$ cat config.mk
export PLATFORM = sky130hd
export DESIGN_NAME = prism_cfg_sequencer
export DESIGN_NICKNAME = d
export VERILOG_FILES = /design/src/rtl/prism_cfg_sequencer.sv
export SDC_FILE = /design/constraint.sdc
export NUM_CORES = 1
export LEC_CHECK = 0
export CAP_MARGIN = 5
export CELL_PAD_IN_SITES_DETAIL_PLACEMENT = 0
export CELL_PAD_IN_SITES_GLOBAL_PLACEMENT = 1
export CORE_UTILIZATION = 44
export CTS_CLUSTER_DIAMETER = 60
export DETAILED_ROUTE_END_ITERATION = 16
export HOLD_SLACK_MARGIN = 0.08
export MAX_ROUTING_LAYER = met4
export PLACE_DENSITY_LB_ADDON = 0.05
export REMOVE_ABC_BUFFERS = 1
export SYNTH_ARGS = -nofsm -noshare
export SYNTH_HDL_FRONTEND = slang
export SYNTH_SLANG_ARGS = --single-unit
$ cat constraint.sdc
create_clock -name clk -period 5.89 [get_ports clk]
set_input_delay 1.178 -clock clk [delete_from_list [all_inputs] [get_ports clk]]
set_output_delay 1.178 -clock clk [all_outputs]
set_load 0.005 [all_outputs]
$ cat src/rtl/prism_cfg_sequencer.sv
// prism_cfg_sequencer: streams WIDTH-bit config entries from a small FIFO into
// the PRISM latch loader. For each entry it writes the MSB latch (0x14) with
// setup/hold, shift-loads the low word (0x10), then waits for the chain to
// settle. DEPTH entries make one frame.
// Optional feature macro: PRISM_CFG_CPU_BYPASS_EN (direct CPU writes in IDLE).
module prism_cfg_sequencer #(
  parameter int DEPTH      = 8,
  parameter int WIDTH      = 64,
  parameter int FIFO_DEPTH = 4
) (
  input  logic                           clk,
  input  logic                           rst_n,
  input  logic                           start,
  input  logic                           abort,
  input  logic                           ent_valid,
  output logic                           ent_ready,
  input  logic [WIDTH-1:0]               ent_data,
  input  logic                           cpu_wr,
  input  logic [5:0]                     cpu_addr,
  input  logic [31:0]                    cpu_data,
  output logic                           cpu_err,
  output logic [5:0]                     ld_addr,
  output logic [31:0]                    ld_data,
  output logic                           ld_debug_wr,
  output logic                           ld_latch_wr,
  output logic                           busy,
  output logic                           done,
  output logic [$clog2(DEPTH+1)-1:0]     loaded
);

  localparam int LW = $clog2(DEPTH + 1);
  localparam int CW = $clog2(3 * DEPTH + 2);
  localparam int PW = $clog2(FIFO_DEPTH);
  localparam logic [CW-1:0] SETTLE_LAST = CW'(3 * DEPTH);
  localparam logic [5:0]    ADDR_MSB    = 6'h14;
  localparam logic [5:0]    ADDR_SHIFT  = 6'h10;

  typedef enum logic [2:0] {
    IDLE, FETCH, MSB_SETUP, MSB_WR, MSB_HOLD, LOAD, SETTLE
  } state_t;

  state_t              state_q, state_d;
  logic [WIDTH-1:0]    mem [FIFO_DEPTH];
  logic [PW-1:0]       wr_ptr_q, rd_ptr_q;
  logic [PW:0]         count_q, count_d;
  logic [WIDTH-1:0]    entry_q, entry_d, head;
  logic [CW-1:0]       settle_q, settle_d;
  logic                pend_q, pend_d;
  logic [LW-1:0]       loaded_d, loaded_inc;
  logic [5:0]          ld_addr_d;
  logic [31:0]         ld_data_d;
  logic                dbg_d, lat_d, done_d, cpu_err_d;
  logic                push, pop, start_ok, abort_any;

  assign head       = mem[rd_ptr_q];
  assign push       = ent_valid && ent_ready;
  assign pop        = (state_q == LOAD);
  assign start_ok   = (state_q == IDLE) && start && !abort;
  assign abort_any  = abort || pend_q;
  assign loaded_inc = loaded + 1'b1;

`ifndef PRISM_CFG_CPU_BYPASS_EN
  logic cpu_unused;
  assign cpu_unused = ^{cpu_wr, cpu_addr, cpu_data};
`endif

  // FIFO occupancy: abort flushes, simultaneous push/pop leaves count as is
  always_comb begin
    count_d = count_q;
    if (abort) begin
      count_d = '0;
    end else begin
      unique case ({push, pop})
        2'b10:   count_d = count_q + 1'b1;
        2'b01:   count_d = count_q - 1'b1;
        default: count_d = count_q;
      endcase
    end
  end

  // Next state and next registered output values
  always_comb begin
    state_d   = state_q;
    entry_d   = entry_q;
    settle_d  = settle_q;
    loaded_d  = loaded;
    pend_d    = pend_q || (abort && state_q != IDLE);
    ld_addr_d = ld_addr;
    ld_data_d = ld_data;
    dbg_d     = 1'b0;
    lat_d     = 1'b0;
    done_d    = 1'b0;
    cpu_err_d = 1'b0;
`ifdef PRISM_CFG_CPU_BYPASS_EN
    if (cpu_wr && state_q != IDLE) cpu_err_d = 1'b1;
`endif
    unique case (state_q)
      IDLE: begin
        ld_addr_d = '0;
        ld_data_d = '0;
        pend_d    = 1'b0;
        if (start_ok) begin
          loaded_d = '0;
          state_d  = FETCH;
        end
`ifdef PRISM_CFG_CPU_BYPASS_EN
        if (cpu_wr) begin
          if (start_ok) begin
            cpu_err_d = 1'b1;
          end else begin
            ld_addr_d = cpu_addr;
            ld_data_d = cpu_data;
            dbg_d     = 1'b1;
            lat_d     = 1'b1;
          end
        end
`endif
      end
      FETCH: begin
        if (abort_any) begin
          state_d = IDLE;
        end else if (count_q != '0) begin
          entry_d   = head;
          ld_addr_d = ADDR_MSB;
          ld_data_d = 32'(head[WIDTH-1:32]);
          state_d   = MSB_SETUP;
        end
      end
      MSB_SETUP: begin
        if (abort_any) state_d = IDLE;
        else begin
          lat_d   = 1'b1;
          state_d = MSB_WR;
        end
      end
      MSB_WR: begin
        if (abort_any) state_d = IDLE;
        else           state_d = MSB_HOLD;
      end
      MSB_HOLD: begin
        if (abort_any) state_d = IDLE;
        else begin
          ld_addr_d = ADDR_SHIFT;
          ld_data_d = entry_q[31:0];
          dbg_d     = 1'b1;
          state_d   = LOAD;
        end
      end
      LOAD: begin
        settle_d = SETTLE_LAST;
        state_d  = SETTLE;
      end
      SETTLE: begin
        if (settle_q == '0) begin
          loaded_d = loaded_inc;
          if (loaded_inc == LW'(DEPTH) || abort_any) state_d = IDLE;
          else                                       state_d = FETCH;
        end else begin
          settle_d = settle_q - 1'b1;
        end
      end
      default: state_d = IDLE;
    endcase
    // Any exit from a busy state ends the frame: pulse done, drive IDLE zeros
    if (state_q != IDLE && state_d == IDLE) begin
      done_d    = 1'b1;
      pend_d    = 1'b0;
      ld_addr_d = '0;
      ld_data_d = '0;
    end
  end

  // FIFO storage, written on accepted push
  always_ff @(posedge clk) begin
    if (push) mem[wr_ptr_q] <= ent_data;
  end

  // State, FIFO pointers and registered outputs
  always_ff @(posedge clk or negedge rst_n) begin
    if (!rst_n) begin
      state_q     <= IDLE;
      wr_ptr_q    <= '0;
      rd_ptr_q    <= '0;
      count_q     <= '0;
      entry_q     <= '0;
      settle_q    <= '0;
      pend_q      <= 1'b0;
      loaded      <= '0;
      ld_addr     <= '0;
      ld_data     <= '0;
      ld_debug_wr <= 1'b0;
      ld_latch_wr <= 1'b0;
      done        <= 1'b0;
      busy        <= 1'b0;
      cpu_err     <= 1'b0;
      ent_ready   <= 1'b1;
    end else begin
      state_q     <= state_d;
      count_q     <= count_d;
      if (abort) begin
        wr_ptr_q <= '0;
        rd_ptr_q <= '0;
      end else begin
        if (push) wr_ptr_q <= wr_ptr_q + 1'b1;
        if (pop)  rd_ptr_q <= rd_ptr_q + 1'b1;
      end
      entry_q     <= entry_d;
      settle_q    <= settle_d;
      pend_q      <= pend_d;
      loaded      <= loaded_d;
      ld_addr     <= ld_addr_d;
      ld_data     <= ld_data_d;
      ld_debug_wr <= dbg_d;
      ld_latch_wr <= lat_d;
      done        <= done_d;
      busy        <= (state_d != IDLE);
      cpu_err     <= cpu_err_d;
      ent_ready   <= (count_d != (PW + 1)'(FIFO_DEPTH));
    end
  end

endmodule
-- Word level (Yosys, flattened, before mapping)
Memory sizes are Yosys's and may differ from the RTL's.
Index checks and enable logic that the tools add are counted.
- memories kept: 1
- RAM bits: 256
- register bits: 95
- word-level logic and storage cells: 101
- bits of input ports: 108
- memories (name ; words ; bits a word ; rd ports ; clocked after memory_dff ; wr ports ; RTL line ; source):
    mem ; 4 ; 64 ; 1 ; 0 ; 1 ; 43 ; logic [WIDTH-1:0] mem [FIFO_DEPTH];
- eq/ne operators: 16
- reduce and logical (&&, ||, !) cells: 24
- multiplexer cells: 38
- bitwise gates (word level): 1
- $add $sub $neg: 6
- operators by type and width (kind ; count):
    $mux W32 ; 4
    $pmux W32 S3 ; 1
    $mux W6 ; 4
    $mux W3 ; 7
    $pmux W3 S7 ; 1
    $pmux W6 S3 ; 1
    $ne A3 B3 Y1 const B ; 4
    $mux W2 ; 5
    $pmux W5 S2 ; 1
    $eq A3 B3 Y1 const B ; 3
    $mux W1 ; 9
    $reduce_bool A3 Y1 ; 3
    $mux W4 ; 2
    $pmux W4 S2 ; 1
    $reduce_bool A2 Y1 ; 4
    $eq A3 B2 Y1 const B ; 2
    $logic_not A3 Y1 ; 2
    $ne A2 B2 Y1 const B ; 3
    $pmux W3 S2 ; 1
    $reduce_and A3 Y1 ; 2
    $logic_and A1 B1 Y1 ; 5
    $logic_not A5 Y1 ; 1
    $mux W5 ; 1
    $sub A5 B1 Y5 const B ; 1
    14 further kinds ; 17

-- Longest topological paths before layout
- depth after elaboration: 10
- mapped depth: 11
- mapped depth without buffers: 9

-- Least setup slack after synthesis
OpenSTA, ideal clock, no wires.
- path kind: input to register
- start point: in ent_valid
- end point: mem mem[0][0] (enable)
- arrival: 2.733 ns
- path buffers: 0
- required time: 5.461 ns
- stages on the path: 1
- setup slack: 2.728 ns
- cells stage by stage: and3_1
- word-level cells in the longest chain between the ends: 3
- RTL lines (element ; RTL line ; source):
    start, declared ; 15 ; input logic ent_valid,
    $logic_and A1 B1 Y1 ; 56 ; assign push = ent_valid && ent_ready;
    $mux W1 ; 175 ; if (push) mem[wr_ptr_q] <= ent_data;
    $mux W1 (not written as such) ; 175 ;
    end, declared ; 43 ;
No other way between the ends.

-- Worst setup path after layout
- start point: in abort
- end point: reg entry_q[8]
- word-level cells in the longest chain between the ends: 3
- RTL lines (element ; RTL line ; source):
    start, declared ; 14 ; input logic abort,
    $logic_or A1 B1 Y1 ; 59 ; assign abort_any = abort || pend_q;
    $not A1 Y1 (no source line) ; -- ;
    $reduce_and A3 Y1 (no source line) ; -- ;
    end signal, assigned ; 207 ; entry_q <= entry_d;
    end, declared ; 46 ; logic [WIDTH-1:0] entry_q, entry_d, head;
No other way between the ends.
A chain may end at the register's enable or synchronous reset.

==> impl_metrics.toml <==
[run_status]
outcome = "completed"

[floorplan]
io_pins = 156
die_w_um = 176.5
start_util_pct = 44.99
die_area_um2 = 31170
rows = 63
coreArea_um2 = 29800
dieHeight_um = 176.5

[clock_network]
cts_setup_buffers = 0
clkTransAtPathRegs_ns = 0.06
clockBufferDepth = 3
hold_buffers = 0
root_buffer = "clkbuf_16"
cts_sinks = 347
cts_tree = "yes"
numCtsBuffers = 38
htreeDepth = 2
insertion_delay_ns = 0.51
cts_resized = 0

[global_routing]
grt_remaining_overflow = 0
grt_pass1_wl_mm = 44.73
grt.total_usage_pct = 19.92
first_global_vias = 7631
antenna_found_initial = 1
grt_max_degree = 66

[drt]
drc_errors = 0
num_vias = 6902
drt-total-wl_mm = 28.48
wl_per_cell_um = 22.76
ant_nets = 0
viasPerCell = 5.517
drt_iter0_drc = 486
drt_pass1_iterations = 5

[logic_synthesis]
yosysSeqAreaShare_pct = 74.34
netlist_area_um2 = 13410
synth_area_per_cell_um2 = 18.88
synth_cells = 710
ys.warnings.count = 0
synth_flop_cell = "edfxtp_1"
ys_types = 51
ys_ff_latch = 347
synth_edf_count = 256
synth-async-reset-ratio_pct = 26.22

[timing]
setup_viol = 0
fin_tns_setup_ns = 0
hold_violations = 0
slew_violations = 0
clock_skew_ns = 0.01177
relSlewSlack_pct = 24.16
fin_ws_ns = 2.239
post-route-min-period_ns = 3.651
worst_pin_slew_ns = 1.134
fmax_mhz = 273.9
finalCritPeriodShare_pct = 61.99
rsz0062_at_grt = "false"

[power]
p_seq_share_pct = 47.9
switching_share_pct = 25.85
vdd.ir_drop.worst_mv = 0.2876
p_int_uw = 4707
power_frac_comb_pct = 16.1
switching_power_uw = 1641
clkPwrFrac_pct = 36.0
power.leakage_uw = 0.005514
power_density_nw_per_um2 = 393.0
finalPower_uw = 6347

[critical_path]
required_ns = 6.28
crit_arrival_ns = 4.04
worst_setup_path_end_kind = "register"
r2r_cells = 6
critPathLaunchType = "input port"
worst_setup_path_startpoint = "abort"
worstSetupPathType = "input port to register"
r2r_slack_ns = 2.29
critical_path.max_fanout = 23
r2r-start = "state_q[1]"

[cells_and_area]
syn_to_final_growth_pct = 20.47
multi_input_comb_area_um2 = 3231
fill_cells = 2369
num-nets-final = 948
drive_gt1_share_pct = 20.23
seqCellArea_um2 = 9973
fin_area_um2 = 16150

[placement]
place_area_um2 = 14920
hpwl_mm = 15.33
port_buffers = 111
place_congestion = 0.7837
place_ws_ns = 1.745

[worst_hold_path]
worst_hold_startpoint = "entry_q[27]"
hold_class = "register to register"
holdPathStages = 1

[run]
max-cap-violations = 0
-- per-stage QoR --
stage               utilization [%]  instances  hold slack (ns)
floorplan                         -        669           0.4586
global placement              50.08       1181           0.4673
detailed placement            50.08       1181           0.4780
CTS                           54.19       1250           0.4908
global route                  54.20       1251           0.5205
finish                        54.20       1251           0.4855
-- metal layers --
metal | wire length, µm | track usage (%)
met1 | 12540 | 26.17
met2 | 14360 | 32.35
met3 | 1156 | 3.467
met4 | 417 | 4.957
met5 | 0 | -
-- critical path, stage by stage --
cell             delay, ns
clkdlybuf4s50_1       0.73
nor2_1                0.56
and3_2                0.80
buf_4                 0.37
mux2_2                0.36
-- logic make-up (layout without fill, tap and decap cells) --
logic type | Yosys count | count (layout) | synth area share, %
flip-flops | 347 | 347 | 74.34
AND/OR/NAND/NOR | 102 | 102 | 4.014
multiplexers | 97 | 97 | 13.51
AO/OA/AOI/OAI | 92 | 92 | 4.629
buffers and inverters | 52 | 198 | 1.923
XOR/XNOR | 10 | 10 | 0.6533
adder cells (fa/ha/maj) | 9 | 9 | 0.8961
other | 1 | 6 | 0.02797
-- cells in the mapped netlist (2+ instances only) --
cell type	number	area, µm²
and3_1	7	43.79
nor2_1	15	56.30
a22oi_1	32	240.2
clkbuf_1	15	56.30
mux2_2	29	326.6
nor2b_1	2	12.51
mux2_1	3	33.78
o2bb2ai_1	2	17.52
o22ai_1	32	200.2
nor3_1	5	25.02
buf_1	5	18.77
o21ai_0	11	55.05
buf_2	16	80.08
nor4b_4	2	47.55
edfxtp_1	256	7687
nand3_1	7	35.03
dfrtp_1	90	2252
nand3b_1	3	22.52
buf_4	5	37.54
nand2_1	48	180.2
buf_6	3	33.78
or3_1	3	18.77
mux4_2	64	1441
a21oi_1	7	35.03
xnor2_1	4	35.03
ha_1	8	100.1
inv_1	7	26.28
xor2_1	6	52.55
-- placed cells by master, fill, tap and decap left out, types with 3 or more instances in the layout --
cell,count
a21oi_1,7
a22oi_1,32
and3_4,4
buf_4,11
clkbuf_1,13
clkbuf_16,41
clkbuf_8,6
clkdlybuf4s50_1,110
clkinv_1,5
conb_1,5
dfrtp_1,88
edfxtp_1,256
ha_1,8
inv_1,7
mux2_1,3
mux2_2,29
mux4_2,64
nand2_1,48
nand3_1,7
nand3b_1,3
nor2_1,15
nor3_1,5
o21ai_0,11
o22ai_1,32
or3_1,3
xnor2_1,4
xor2_1,6
-- flip-flops by register name, indices dropped and copies added (netlist names) --
| signal | flops |
|---|---|
| loaded | 4 |
| entry_q | 32 |
| ent_ready | 1 |
| done | 1 |
| ld_addr | 2 |
| wr_ptr_q | 2 |
| state_q | 3 |
| count_q | 3 |
| ld_latch_wr | 1 |
| ld_debug_wr | 1 |
| busy | 1 |
| settle_q | 5 |
| rd_ptr_q | 2 |
| mem | 256 |
| ld_data | 32 |
| pend_q | 1 |
-- final timing paths --
check | end
worst min-delay path | entry_q[27]
worst max register to register | ld_addr[4]
worst min register to register | entry_q[27]
max in group asynchronous | rd_ptr_q[0]
worst max-delay path | entry_q[8]
min in group asynchronous | ld_data[21]
-- power groups by stage --
stage	Sequential [µW]	Clock, µW	Combinational, µW
after floorplan	3050	0	575
after global placement	3070	0	1020
after detailed placement	3090	0	1040
after CTS	3040	2350	1040
after global routing	3070	2440	1110
final	3040	2290	1020
-- cell type report --
cell class	count	area share (%)
flip-flops and latches	347	61.76
multi-input cells	315	20.00
repair buffers	122	7.453
clock buffers	60	7.167
well taps	390	3.022
clock inverters	9	0.4184
inverters	7	0.1627
diodes	1	0.01550
Note: power is estimated with default switching activity, not from simulation.
